$ cat src/rtl/decoder_pkg.sv
// Shared definitions for the pipelined index decoder.
//   mode_e  : decode mode carried alongside each index (one-hot or thermometer)
//   COUNT_W : width of the optional transfer/error counters
//   clog2   : ceiling log2, used for elaboration-time parameter checks
package decoder_pkg;

  typedef enum logic {
    MODE_ONEHOT = 1'b0,
    MODE_THERM  = 1'b1
  } mode_e;

  localparam int COUNT_W = 32;

  function automatic int clog2(input int value);
    int r;
    r = 0;
    for (int i = 0; i < 31; i++) begin
      if ((1 << i) < value) r = i + 1;
    end
    return r;
  endfunction

endpackage

$ cat src/rtl/decoder_pipe_if.sv
// Bus bundle for decoder_pipe.
//   in_valid/in_ready/in_bits/in_mode      : index request channel
//   out_valid/out_ready/out_bits/out_err   : decoded result channel
// Handshake: on each channel a transfer happens on a rising clock edge where
// valid and ready are both 1. A source holds valid and its payload stable
// until the transfer; ready never depends combinationally on valid.
// Modports: slave = the decoder, master = the agent driving it.
interface decoder_pipe_if #(
  parameter int IN_WIDTH  = 8,
  parameter int OUT_WIDTH = 2**IN_WIDTH
);
  logic                 in_valid;
  logic                 in_ready;
  logic [IN_WIDTH-1:0]  in_bits;
  logic                 in_mode;
  logic                 out_valid;
  logic                 out_ready;
  logic [OUT_WIDTH-1:0] out_bits;
  logic                 out_err;

  modport slave (
    input  in_valid, in_bits, in_mode, out_ready,
    output in_ready, out_valid, out_bits, out_err
  );

  modport master (
    output in_valid, in_bits, in_mode, out_ready,
    input  in_ready, out_valid, out_bits, out_err
  );
endinterface

$ cat src/rtl/decoder_pipe_slice.sv
// One-entry valid/ready register slice with a W-bit payload.
//   clk, rst_n            : clock, asynchronous active-low reset
//   in_valid/in_ready     : upstream handshake, in_data payload
//   out_valid/out_ready   : downstream handshake, out_data payload
// Accepts a new entry whenever it is empty or its entry leaves in the same
// cycle, so a chain of slices runs at one transfer per cycle.
module decoder_pipe_slice #(
  parameter int W = 8
) (
  input  logic         clk,
  input  logic         rst_n,
  input  logic         in_valid,
  output logic         in_ready,
  input  logic [W-1:0] in_data,
  output logic         out_valid,
  input  logic         out_ready,
  output logic [W-1:0] out_data
);
  logic         valid_q, valid_d;
  logic [W-1:0] data_q, data_d;

  assign in_ready = !valid_q || out_ready;

  always_comb begin
    valid_d = valid_q;
    data_d  = data_q;
    if (in_ready) begin
      valid_d = in_valid;
      if (in_valid) data_d = in_data;
    end
  end

  always_ff @(posedge clk or negedge rst_n) begin
    if (!rst_n) begin
      valid_q <= 1'b0;
      data_q  <= '0;
    end else begin
      valid_q <= valid_d;
      data_q  <= data_d;
    end
  end

  assign out_valid = valid_q;
  assign out_data  = data_q;
endmodule

$ cat src/rtl/decoder_pipe.sv
// Two-stage pipelined binary -> one-hot / thermometer decoder.
//   clk, rst_n : clock, asynchronous active-low reset
//   bus        : decoder_pipe_if.slave (index in, decoded vector + err out)
//   xfer_count, err_count : present only with DECODER_PIPE_COUNT_EN defined;
//                           count output transfers and errored output transfers
// Stage 1 predecodes the high and low index fields; stage 2 combines them into
// OUT_WIDTH output bits. Indices >= OUT_WIDTH raise out_err with out_bits = 0.
module decoder_pipe
  import decoder_pkg::*;
#(
  parameter int IN_WIDTH  = 8,
  parameter int OUT_WIDTH = 2**IN_WIDTH,
  parameter int LO_BITS   = IN_WIDTH/2
) (
  input logic clk,
  input logic rst_n,
  decoder_pipe_if.slave bus
`ifdef DECODER_PIPE_COUNT_EN
  ,
  output logic [COUNT_W-1:0] xfer_count,
  output logic [COUNT_W-1:0] err_count
`endif
);
  localparam int HI_BITS = IN_WIDTH - LO_BITS;
  localparam int HI_N    = 2**HI_BITS;
  localparam int LO_N    = 2**LO_BITS;
  localparam int LO_MASK = LO_N - 1;
  // One extra bit so OUT_WIDTH = 2**IN_WIDTH is representable and never errors.
  localparam logic [IN_WIDTH:0] OUT_LIMIT = (IN_WIDTH+1)'(OUT_WIDTH);

  if (LO_BITS < 1 || LO_BITS > IN_WIDTH - 1) begin : g_bad_lo_bits
    $error("decoder_pipe: LO_BITS must be in 1 .. IN_WIDTH-1");
  end
  if (OUT_WIDTH < 2 || clog2(OUT_WIDTH) > IN_WIDTH) begin : g_bad_out_width
    $error("decoder_pipe: OUT_WIDTH must be in 2 .. 2**IN_WIDTH");
  end

  typedef struct packed {
    mode_e            mode;
    logic             err;
    logic [HI_N-1:0]  hi_oh;  // one-hot of the high field
    logic [HI_N-1:0]  hi_gt;  // bit j set when j < high field
    logic [LO_N-1:0]  lo_oh;  // one-hot of the low field
    logic [LO_N-1:0]  lo_th;  // bits 0..low field set
  } s1_t;

  typedef struct packed {
    logic                 err;
    logic [OUT_WIDTH-1:0] bits;
  } s2_t;

  s1_t pre, s1;
  s2_t comb, s2;
  logic s1_valid, s2_ready;

  logic [HI_BITS-1:0] hi_field;
  logic [LO_BITS-1:0] lo_field;
  assign hi_field = bus.in_bits[IN_WIDTH-1:LO_BITS];
  assign lo_field = bus.in_bits[LO_BITS-1:0];

  always_comb begin
    pre      = '0;
    pre.mode = mode_e'(bus.in_mode);
    pre.err  = {1'b0, bus.in_bits} >= OUT_LIMIT;
    for (int j = 0; j < HI_N; j++) begin
      pre.hi_oh[j] = (hi_field == HI_BITS'(j));
      pre.hi_gt[j] = (HI_BITS'(j) < hi_field);
    end
    for (int k = 0; k < LO_N; k++) begin
      pre.lo_oh[k] = (lo_field == LO_BITS'(k));
      pre.lo_th[k] = (LO_BITS'(k) <= lo_field);
    end
  end

  decoder_pipe_slice #(.W($bits(s1_t))) u_s1 (
    .clk       (clk),
    .rst_n     (rst_n),
    .in_valid  (bus.in_valid),
    .in_ready  (bus.in_ready),
    .in_data   (pre),
    .out_valid (s1_valid),
    .out_ready (s2_ready),
    .out_data  (s1)
  );

  // Output bit i lives in high group i>>LO_BITS at low position i&mask.
  // Thermometer: every lower group is full, the index's own group fills up
  // to the low field.
  always_comb begin
    comb     = '0;
    comb.err = s1.err;
    for (int i = 0; i < OUT_WIDTH; i++) begin
      if (s1.mode == MODE_THERM) begin
        comb.bits[i] = s1.hi_gt[i >> LO_BITS] |
                       (s1.hi_oh[i >> LO_BITS] & s1.lo_th[i & LO_MASK]);
      end else begin
        comb.bits[i] = s1.hi_oh[i >> LO_BITS] & s1.lo_oh[i & LO_MASK];
      end
    end
    if (s1.err) comb.bits = '0;
  end

  decoder_pipe_slice #(.W($bits(s2_t))) u_s2 (
    .clk       (clk),
    .rst_n     (rst_n),
    .in_valid  (s1_valid),
    .in_ready  (s2_ready),
    .in_data   (comb),
    .out_valid (bus.out_valid),
    .out_ready (bus.out_ready),
    .out_data  (s2)
  );

  assign bus.out_bits = s2.bits;
  assign bus.out_err  = s2.err;

`ifdef DECODER_PIPE_COUNT_EN
  logic               out_fire;
  logic [COUNT_W-1:0] xfer_count_q, xfer_count_d;
  logic [COUNT_W-1:0] err_count_q, err_count_d;

  assign out_fire = bus.out_valid && bus.out_ready;

  always_comb begin
    xfer_count_d = xfer_count_q;
    err_count_d  = err_count_q;
    if (out_fire) begin
      xfer_count_d = xfer_count_q + COUNT_W'(1);
      if (bus.out_err) err_count_d = err_count_q + COUNT_W'(1);
    end
  end

  always_ff @(posedge clk or negedge rst_n) begin
    if (!rst_n) begin
      xfer_count_q <= '0;
      err_count_q  <= '0;
    end else begin
      xfer_count_q <= xfer_count_d;
      err_count_q  <= err_count_d;
    end
  end

  assign xfer_count = xfer_count_q;
  assign err_count  = err_count_q;
`endif
endmodule

$ cat src/flat_wrapper.sv
// flat-port wrapper written by rule: the top's interface ports become plain ports
module decoder_pipe_flat import decoder_pkg::*;
#(
  parameter int IN_WIDTH  = 8,
  parameter int OUT_WIDTH = 2**IN_WIDTH,
  parameter int LO_BITS   = IN_WIDTH/2
)
  (clk, rst_n, bus_in_valid, bus_in_bits, bus_in_mode, bus_out_ready, bus_in_ready, bus_out_valid, bus_out_bits, bus_out_err);
  decoder_pipe_if #(.IN_WIDTH(IN_WIDTH), .OUT_WIDTH(OUT_WIDTH)) bus_i ();
  input logic clk;
  input logic rst_n;
  input wire logic [$bits(bus_i.in_valid)-1:0] bus_in_valid;
  input wire logic [$bits(bus_i.in_bits)-1:0] bus_in_bits;
  input wire logic [$bits(bus_i.in_mode)-1:0] bus_in_mode;
  input wire logic [$bits(bus_i.out_ready)-1:0] bus_out_ready;
  output wire logic [$bits(bus_i.in_ready)-1:0] bus_in_ready;
  output wire logic [$bits(bus_i.out_valid)-1:0] bus_out_valid;
  output wire logic [$bits(bus_i.out_bits)-1:0] bus_out_bits;
  output wire logic [$bits(bus_i.out_err)-1:0] bus_out_err;
  assign bus_i.in_valid = bus_in_valid;
  assign bus_i.in_bits = bus_in_bits;
  assign bus_i.in_mode = bus_in_mode;
  assign bus_i.out_ready = bus_out_ready;
  assign bus_in_ready = bus_i.in_ready;
  assign bus_out_valid = bus_i.out_valid;
  assign bus_out_bits = bus_i.out_bits;
  assign bus_out_err = bus_i.out_err;
  decoder_pipe #(.IN_WIDTH(IN_WIDTH), .OUT_WIDTH(OUT_WIDTH), .LO_BITS(LO_BITS)) u_core (.clk(clk), .rst_n(rst_n), .bus(bus_i));
endmodule
$ cat config.mk
export PLATFORM = sky130hd
export DESIGN_NAME = decoder_pipe_flat
export DESIGN_NICKNAME = d
export VERILOG_FILES = /design/src/rtl/decoder_pkg.sv /design/src/rtl/decoder_pipe_if.sv /design/src/rtl/decoder_pipe_slice.sv /design/src/rtl/decoder_pipe.sv /design/src/flat_wrapper.sv
export SDC_FILE = /design/constraint.sdc
export NUM_CORES = 1
export LEC_CHECK = 0
export CAP_MARGIN = 20
export CORE_ASPECT_RATIO = 0.7
export CORE_MARGIN = 4
export CORE_UTILIZATION = 42
export DETAILED_ROUTE_END_ITERATION = 7
export PLACE_DENSITY_LB_ADDON = 0.12
export SYNTH_ARGS = -nofsm -noshare
export SYNTH_HDL_FRONTEND = slang
export SYNTH_SLANG_ARGS = --single-unit
$ cat constraint.sdc
create_clock -name clk -period 1.9 [get_ports clk]
set_input_delay 0.38 -clock clk [delete_from_list [all_inputs] [get_ports clk]]
set_output_delay 0.38 -clock clk [all_outputs]
set_load 0.03 [all_outputs]
==> results.json <==
{
  "run_status": "finished, final reports clean",
  "antenna_found_initial": 0,
  "maxCapViolations": 0,
  "fmax_ghz": 0.555,
  "die_y_um": 159,
  "hp-class": "primary input to asynchronous set/reset pin",
  "postPlaceCellArea_mm2": 0.0171,
  "grt_pass1_vias": 10800,
  "critical_path.cell_chain": "dlygate4sd2_1",
  "drv_slew": 0,
  "crit_fanout": 2,
  "fill_cells": 2756,
  "worstRegToRegCells": 5,
  "postRouteAntennaNets": 0,
  "grt_max_degree": 78,
  "clk_latency_ns": 0.57,
  "grt_pass1_wl_um": 70500,
  "netlist_area_mm2": 0.0136,
  "synth_area_leaders": "dfrtp_1 59%, a2bb2oi_1 15%, nand2_1 7.2%",
  "drive_gt1_share_pct": 13.8,
  "endpoint": "bus_out_bits[149]",
  "cpPeakStageDelay_ns": 0.43,
  "drt_iter0_drc": 1011,
  "setup_tns_ns": 0,
  "worst_slack_ns": 0.0997,
  "synth_cells": 1192,
  "dp_slack_ns": 0.00800,
  "cts_buffers": 30,
  "die_width_um": 223,
  "coreArea_mm2": 0.0316,
  "ys_top_cells_by_count": "321 x dfrtp_1, 261 x nand2_1, 240 x a2bb2oi_1",
  "worstSetupEndpointType": "output pin",
  "hold_violations": 0,
  "fin_crit_sh_pct": 94.8,
  "worstReg2RegStart": "u_core.u_s1.out_valid",
  "globalplace.congestion": 0.832,
  "vdd.ir_drop.worst_uv": 617,
  "p_leak_nw": 7.98,
  "routed_via_density": 5.66,
  "finalSetupViolations": 0,
  "synth_ff_type": "dfrtp_1",
  "r2r_end": "u_core.u_s1.out_data[57]",
  "wl_um": 45800,
  "htree_levels": 1,
  "ys_types": 32,
  "cpMaxStageDelayCell": "dlygate4sd2_1",
  "initial_core_util_pct": 43.2,
  "track_usage_pct": 25.3,
  "crit_path_start_kind": "register",
  "ys_ff_latch": 321,
  "grt_overflow": 0,
  "cts_tree": "built",
  "clk_path_buf_depth": 3,
  "rows": 54,
  "synth_edf_count": 0,
  "clock_skew_ns": 0.0173,
  "path_depth": 1,
  "io_pins": 272,
  "antennaDiodeCount": 0,
  "power_density_mw_per_mm2": 1260,
  "critPathArrivalTime_ns": 1.42,
  "first_pass_iters": 5,
  "worstPathRequired_ns": 1.52,
  "clkTransAtPathRegs_ns": 0.06,
  "synth_area_per_cell_um2": 11.4,
  "timing.slew.headroom_pct": 49.8,
  "r2r_setup_slack_ns": 0.17,
  "die_area_mm2": 0.0355,
  "fin_nets": 1454,
  "fin_hold_ws_ns": 0.299,
  "syn2layout_area_growth_pct": 30.7,
  "rsz0062_at_grt": "false",
  "startpoint": "u_core.u_s2.out_data[149]",
  "final_util_pct": 56.5,
  "ys_seq_area_share_pct": 58.9,
  "port_buffers": 270,
  "cts.sinks": 321,
  "period_needed_ns": 1.80,
  "post-dp-hpwl_um": 29400,
  "synth_area_leader_cell": "dfrtp_1",
  "fin_area_mm2": 0.0178,
  "crit_type": "register to output pin",
  "tightest_slew_ns": 0.754,
  "syn_nets": 1205,
  "critPathTopFamily": "buffers and inverters",
  "ys_warn_count": 0,
  "avgRoutedWirePerCell_um": 24.3,
  "path_buf_inv": 1,
  "synth.top_cell.area_share_pct": 58.9,
  "vias": 10700,
  "synth_async_sr_flop_share_pct": 100,
  "post-synth-top-count-cell": "dfrtp_1",
  "drc": 0,
  "cts-root-buf": "clkbuf_16"
}
[worst reg2reg max path, stage by stage, from the launching register on]
cell and delay [ns]:
dfrtp_2 0.48, nand3b_4 0.11, buf_4 0.25, and2_4 0.24, buf_12 0.20, mux2_4 0.33
[state kept, by name, indices dropped and copies added, names as in the netlist]
register               cells
u_core.u_s1.out_data      63
u_core.u_s1.out_valid      1
u_core.u_s2.out_data     256
u_core.u_s2.out_valid      1
[area by class of cell]
type	instances	area, µm²	share of cell area (%)
inverter	26	97.6	0.547
sequential	321	8040	45.1
timing repair buffer	352	3400	19.1
tap	420	526	2.95
clock buffer	44	873	4.90
clock inverter	12	146	0.821
multi-input combinational	710	4760	26.7
[cell usage in the layout, fill, tap and decap left out, types with 3 or more instances in the layout]
master	count
mux2_2	8
clkbuf_1	7
a31oi_1	4
o21ai_1	23
dfrtp_1	319
mux2_4	44
a21oi_1	18
and3_1	17
o2111ai_1	4
nand2_1	261
nor2_1	30
clkinv_2	8
inv_1	26
a21oi_2	10
clkbuf_8	7
nand4_1	17
bufinv_16	3
mux2i_1	3
clkbuf_16	30
buf_12	32
buf_4	50
nor3_1	8
dlygate4sd2_1	257
a2bb2oi_1	240
clkdlybuf4s50_1	11
nand2b_1	11
[power by group]
part	total [mW]	switching (mW)	internal, mW
clock network	6.27	2.67	3.59
logic	7.21	4.53	2.68
registers	9.02	0.969	8.05
total	22.5	8.17	14.3
[routing by layer]
| layer | global-route usage (%) | up-vias | part of all wire (%) |
|---|---|---|---|
| li1 | - | 4677 | - |
| met1 | 37.2 | 5533 | 45 |
| met2 | 38.3 | 402 | 44 |
| met3 | 6.55 | 58 | 8.1 |
| met4 | 5.04 | 0 | 2.1 |
| met5 | 0 | - | 0 |
[through the flow]
stage,cells,power (mW)
floorplan,1192,13.4
global placement,1828,17.1
detailed placement,1828,17.2
CTS,1885,22.6
global route,1885,23.4
finish,1885,22.5
[timing repair]
action,4_1_cts,5_1_grt
hold buffers,1,0
gates resized for setup,258,1
endpoints found under the hold margin,33,0
setup buffers,1,0
setup endpoints to repair,258,9
[cells by family after synthesis]
kind of cell | after synthesis | synth area share, %
DFF | 321 | 58.9
buffers and inverters | 161 | 6.27
other | 1 | 0.0275
AOI/OAI and AO/OA | 301 | 18.1
muxes | 56 | 5.81
and+or+nand+nor | 352 | 10.9
[how the worst min path moves through the flow]
stage | slack, ns | from | end | cells after the start
final | 0.30 | rst_n | u_core.u_s2.out_data[222] | 2
after global routing | 0.33 | rst_n | u_core.u_s2.out_data[222] | 2
after floorplan | 0.08 | rst_n | u_core.u_s1.out_data[0] | 0
after global placement | 0.31 | rst_n | u_core.u_s2.out_data[222] | 1
after detailed placement | 0.31 | rst_n | u_core.u_s2.out_data[221] | 1
after CTS | 0.30 | rst_n | u_core.u_s2.out_data[220] | 2
(Power assumes the default switching activity.)
